===== src/rtl/full_adder_pkg.sv =====
// Purpose: shared constants and the result record for the registered ripple adder.
// Latency: not applicable (types and constants only).
// Backpressure: not applicable.
package full_adder_pkg;

    // Default operand width and the widest operand the adder is meant to support
    localparam int DEFAULT_WIDTH = 1;
    localparam int MAX_WIDTH     = 64;

    // Adder result record sized for the widest operand; narrower users zero-extend sum
    typedef struct packed {
        logic                 cout;
        logic                 overflow;
        logic [MAX_WIDTH-1:0] sum;
    } fa_result_t;

    // Signed overflow from the carries into and out of the MSB
    function automatic logic signed_ovf(input logic carry_into_msb, input logic carry_out_msb);
        return carry_into_msb ^ carry_out_msb;
    endfunction

endpackage


===== src/rtl/full_adder_cell.sv =====
// Purpose: one-bit combinational full adder cell, a link of the ripple chain.
// Latency: 0 cycles (pure combinational).
// Backpressure: none.
module full_adder_cell (
    input  logic a,
    input  logic b,
    input  logic cin,
    output logic sum,
    output logic cout
);

    logic prop;

    // Propagate term shared by the sum and the carry equations
    assign prop = a ^ b;
    assign sum  = prop ^ cin;
    assign cout = (a & b) | (cin & prop);

endmodule


===== src/rtl/full_adder.sv =====
// Purpose: WIDTH-bit ripple-carry adder with registered sum, carry-out and signed overflow.
// Latency: 1 cycle from an in_valid input to sum/cout/overflow/out_valid.
// Backpressure: none; accepts one input every cycle, outputs hold while in_valid is low.
module full_adder
    import full_adder_pkg::*;
#(
    parameter int WIDTH = DEFAULT_WIDTH
) (
    input  logic             clk,
    input  logic             rst_n,
    input  logic [WIDTH-1:0] a,
    input  logic [WIDTH-1:0] b,
    input  logic             cin,
    input  logic             in_valid,
    output logic [WIDTH-1:0] sum,
    output logic             cout,
    output logic             overflow,
    output logic             out_valid
);

    // carry[i] is the carry into bit i; carry[WIDTH] is the carry out of the MSB
    logic [WIDTH:0]   carry;
    logic [WIDTH-1:0] sum_comb;
    logic             ovf_comb;

    logic [WIDTH-1:0] sum_d,       sum_q;
    logic             cout_d,      cout_q;
    logic             overflow_d,  overflow_q;
    logic             out_valid_d, out_valid_q;

    assign carry[0] = cin;

    // Purely combinational ripple chain, one cell per operand bit
    for (genvar i = 0; i < WIDTH; i++) begin : g_cell
        full_adder_cell u_cell (
            .a    (a[i]),
            .b    (b[i]),
            .cin  (carry[i]),
            .sum  (sum_comb[i]),
            .cout (carry[i+1])
        );
    end

    // For WIDTH=1 the carry into the MSB is cin itself
    assign ovf_comb = signed_ovf(carry[WIDTH-1], carry[WIDTH]);

    // Next-state: load a fresh result on in_valid, otherwise hold (keeps X inputs out of the outputs)
    always_comb begin
        sum_d       = sum_q;
        cout_d      = cout_q;
        overflow_d  = overflow_q;
        out_valid_d = 1'b0;
        if (in_valid) begin
            sum_d       = sum_comb;
            cout_d      = carry[WIDTH];
            overflow_d  = ovf_comb;
            out_valid_d = 1'b1;
        end
    end

    // Output stage registers; synchronous reset wins over a simultaneous valid input
    always_ff @(posedge clk) begin
        if (!rst_n) begin
            sum_q       <= '0;
            cout_q      <= 1'b0;
            overflow_q  <= 1'b0;
            out_valid_q <= 1'b0;
        end else begin
            sum_q       <= sum_d;
            cout_q      <= cout_d;
            overflow_q  <= overflow_d;
            out_valid_q <= out_valid_d;
        end
    end

    assign sum       = sum_q;
    assign cout      = cout_q;
    assign overflow  = overflow_q;
    assign out_valid = out_valid_q;

endmodule


===== config.mk =====
export PLATFORM = sky130hd
export DESIGN_NAME = full_adder
export DESIGN_NICKNAME = d
export VERILOG_FILES = /design/src/rtl/full_adder_pkg.sv /design/src/rtl/full_adder_cell.sv /design/src/rtl/full_adder.sv
export SDC_FILE = /design/constraint.sdc
export NUM_CORES = 1
export LEC_CHECK = 0
export CORE_AREA = 2 2 39 41
export DETAILED_ROUTE_END_ITERATION = 10
export DIE_AREA = 0 0 41 43
export PLACE_DENSITY = 0.32
export SYNTH_ARGS = -nofsm -noshare
export SYNTH_HDL_FRONTEND = slang
export SYNTH_SLANG_ARGS = --single-unit

===== constraint.sdc =====
create_clock -name clk -period 1.8 [get_ports clk]
set_input_delay 0.18 -clock clk [delete_from_list [all_inputs] [get_ports clk]]
set_output_delay 0.18 -clock clk [all_outputs]
set_load 0.01 [all_outputs]

-- Word level (Yosys, flattened, before mapping)
Cells that the tools add are included.
- register bits after elaboration: 4
- input bits: 6
- multiplexer cells: 1
- bitwise operators: 6
- operators with widths (cell ; count):
    $xor 1x1->1 ; 3
    $and 1x1->1 ; 2
    $mux 1 ; 1
    $or 1x1->1 ; 1

-- Depth between registers and ports, before layout
- word-level depth: 4
- depth in mapped cells: 3
- mapped depth without buffers: 3

-- Modules after synthesis
From an unflattened synthesis, not the netlist that was laid out.
- cell total of the unflattened synthesis: 13
- area total of the unflattened synthesis: 158.9 um2
- modules (own cells, without submodules) (module ; times used ; cells each ; area an instance (um2) ; seq. area each (um2)):
    full_adder ; 1 ; 12 ; 138.9 ; 80.1
    full_adder_cell ; 1 ; 1 ; 20.0 ; 0.0

-- Worst setup path before layout
Ideal clock, no wire load.
- path kind: input -> register
- start point: in a
- end point: reg overflow_q (netlist: overflow)
- setup time: 0.119 ns
- arrival: 0.837 ns
- required time: 1.681 ns
- slack: 0.843 ns
- cell stages on the path: 3
- path buffers: 0
- cells stage by stage: fa_1 -> xnor2_1 -> a21oi_1
- longest elaborated chain between the ends: 4
- ends and longest elaborated chain (what ; RTL line ; source):
    from (decl) ; full_adder.sv:11 ; input logic [WIDTH-1:0] a,
    $xor 1x1->1 ; full_adder_cell.sv:15 ; assign prop = a ^ b;
    $and 1x1->1 ; full_adder_cell.sv:17 ; assign cout = (a & b) | (cin & prop);
    $or 1x1->1 (*) ; full_adder_cell.sv:17 ;
    $xor 1x1->1 (*) ; full_adder_pkg.sv:19 ; return carry_into_msb ^ carry_out_msb;
    to (signal assigned) ; full_adder.sv:71 ; overflow_q <= overflow_d;
    to (decl) ; full_adder.sv:28 ; logic overflow_d, overflow_q;
Mark *: on every way between the ends. The rest lies on a longest branch, timed or not.
A chain may end at the register's enable or synchronous reset.

-- Final worst setup path
- start point: reg cout_q (netlist: cout)
- end point: out cout
- RTL lines (what ; RTL line ; source):
    from (decl) ; full_adder.sv:27 ; logic cout_d, cout_q;
    from (signal assigned) ; full_adder.sv:70 ; cout_q <= cout_d;
    to (decl) ; full_adder.sv:16 ; output logic cout,
No word-level cell between the ends.

==> results by group <==
Worst setup path
  • Cell family with most CP delay: buffers and inverters
  • CP Class: flip-flop to output port
  • Critical Path Start Type: flip-flop
  • CP arrival: 1090 ps
  • CP Depth: 1
  • Worst Path Max Fanout: 2
  • Crit-path slowest cell: clkdlybuf4s50_1
  • CP endpoint kind: output port
  • Reg2reg setup slack: 1190 ps
  • Slowest stage delay, CP: 540 ps
  • R2R cell count: 2
  • Reg-to-reg critical path endpoint: overflow$_SDFFE_PN0P_
  • Worst Path Buf+Inv: 1
  • Crit path cell chain: clkdlybuf4s50_1
  • R2r startpoint: overflow$_SDFFE_PN0P_
  • CP required: around 1600 ps

Clocking
  • Clock Latency Late Sink: 230 ps
  • Root Buffer: clkbuf_4
  • CTS tree: built
  • CTS Buf Count: 3
  • Clk sinks: 4
  • CTS resizes: 0
  • Post-cts hold buffer count: 0
  • Longest Clk Path Bufs: 2
  • Max H-tree Level: 1
  • Setup Fix Bufs, Post-CTS: 0
  • CTS clk-pin slew, worst paths: 40 ps

Run status
  • Status: completed

Global routing
  • First-pass GRT wire length: between 500 and 600 µm
  • Largest net degree at the start of global routing: 6
  • Gr usage total: 5.433%
  • Congestion Overflow GR: 0
  • Vias in the first global route: 124
  • Initial antenna violation count: 0

Floorplan
  • Chip width: between 40 and 50 µm
  • Core Rows: 14
  • DIE HEIGHT: 43 µm
  • Initial Util: 11.48%
  • DIE AREA: 1763 µm²
  • Core Area: 1384 µm²
  • Top Ports: 10

Synth
  • Post-synthesis register bit count: 4
  • Syn_area_per_cell: ~12 µm²
  • Distinct cell type count after synthesis: 8
  • Share of the synthesized area in the top cell type: 50.39%
  • Most area-consuming cells after synthesis: dfxtp_1, fa_1, mux2i_1
  • Syn Inst Count: 13
  • Seq/Total Area, Yosys: 50.39%
  • Cell taking the most area after synthesis: dfxtp_1
  • Mapped Area: about 160 µm²
  • Synth warn: 0
  • Syn nets: 20

Min path
  • WHS Path Cells: 2
  • Hold Path Class: flip-flop to flip-flop
  • Hold path startpoint: sum$_SDFFE_PN0P_
  • Hold Path End: sum$_SDFFE_PN0P_

STA
  • Setup-failing EPs final: 0
  • Slew HR: 86.73%
  • Setup Skew: 0 ps
  • Final Hold Fails: 0
  • RSZ-0062 raised after global routing: false
  • Final min period: 1270 ps
  • F_max: between 700 and 800 MHz
  • Slew @ Worst Pin: 198.5 ps
  • Setup TNS: 0 ps
  • Tcrit/Tclk final: 70.54%
  • Slew Viols, Final: 0

Routing
  • ANT nets after route: 0
  • Drt drc: 0
  • DRT iter0 DRCs: 0
  • Total vias in the final route: 135
  • Pre-antenna DRT Iters: 1
  • Routed vias/inst: between 3 and 4
  • Detailed-route wire length: 329 µm
  • Wirelength per Cell: 8.024 µm

Power
  • Internal: 0.0002007 W
  • Share of power burned in registers: around two fifths
  • Worst VDD drop: 0.3453 mV
  • PD cells: 875.1 nW/µm²
  • Net Sw Frac: 21.34%
  • Switching pwr: between 0.00005 and 0.00006 W
  • Clock power frac: 43.0%
  • Logic gate share of total power: between 15 and 20%
  • Leak: about 0.11 nW

Layout
  • Number of nets in the layout: 34
  • Fillers: between 150 and 200
  • ANT cells: 0
  • Final Cell Area: around 290 µm²
  • P&R area growth vs syn: 83.47%
  • Proportion of layout cells with a drive suffix above 1: between 15 and 20%

Job
  • Max cap viols: 0

Placement
  • GP Congestion: between 0.6 and 0.7
  • Placed inst area: 269.0 µm²
  • PortBufs: 9
Yosys cell counts (all sizes together):
| cell type | n |
|---|---|
| a21oi | 1 |
| and2 | 1 |
| dfxtp | 4 |
| fa | 1 |
| mux2i | 2 |
| nor2b | 2 |
| o21ai | 1 |
| xnor2 | 1 |
routing by layer:
layer	wire, µm	track usage, %	part of all wire [%]	up-vias
met4	0	2.000	0	0
met5	0	0	0	-
met1	150	6.472	46	57
li1	-	-	-	67
met2	115	4.063	35	11
met3	63	9.424	19	0
through the flow:
stage	utilization (%)	std cells	hold slack, ps	power (W)	worst slack (ps)
5_1_grt	21.07	41	531.9	0.0002760	487.1
3_3_place_gp	19.44	38	500.9	0.0001473	330.0
3_5_place_dp	19.44	38	505.4	0.0001475	345.9
2_1_floorplan	-	13	269.4	0.0001173	843.3
6_report	21.07	41	507.9	0.0002551	530.4
4_1_cts	21.07	41	515.9	0.0002634	512.2
flip-flops by register name, summed over array words and instances (netlist names):
| signal | cells |
|---|---|
| overflow | 1 |
| sum | 1 |
| out_valid | 1 |
| cout | 1 |
power by group through the flow:
stage	Sequential, W	Combinational, W	Clock, W
after floorplan	0.000103	0.0000139	0
after global placement	0.000100	0.0000473	0
after detailed placement	0.000100	0.0000476	0
after CTS	0.0000988	0.0000477	0.000117
after global routing	0.0000991	0.0000515	0.000125
final	0.0000986	0.0000468	0.000110
kinds of logic after synthesis:
kind of cell | Yosys count | synth area share [%]
flip-flops | 4 | 50.40
AND/OR/NAND/NOR | 3 | 12.60
AO/OA/AOI/OAI | 2 | 6.293
multiplexers | 2 | 12.60
XOR/XNOR | 1 | 5.513
adder cells (fa/ha/maj) | 1 | 12.60
cell type report:
cell class	count	area, µm²	area share (%)
flip-flops and latches	4	80.08	27.47
multi-input cells	9	78.83	27.04
clock buffers	3	22.52	7.725
well taps	16	20.02	6.867
repair buffers	9	90.09	30.90
worst max-delay path by stage:
stage,start,to,slack [ps]
3_3_place_gp,a,overflow$_SDFFE_PN0P_,330
2_1_floorplan,a,overflow$_SDFFE_PN0P_,840
6_report,cout$_SDFFE_PN0P_,cout,530
3_5_place_dp,cin,sum$_SDFFE_PN0P_,350
4_1_cts,cout$_SDFFE_PN0P_,cout,510
5_1_grt,cout$_SDFFE_PN0P_,cout,490
cell usage in the layout, fill, tap and decap left out, drive strengths merged:
cell type,synthesis,routed
clkdlybuf4s50,0,9
dfxtp,4,4
clkbuf,0,3
mux2i,2,2
nor2b,2,2
xnor2,1,1
o21ai,1,1
a21oi,1,1
and2,1,1
fa,1,1
No activity file was read; power rests on OpenSTA's default activity.
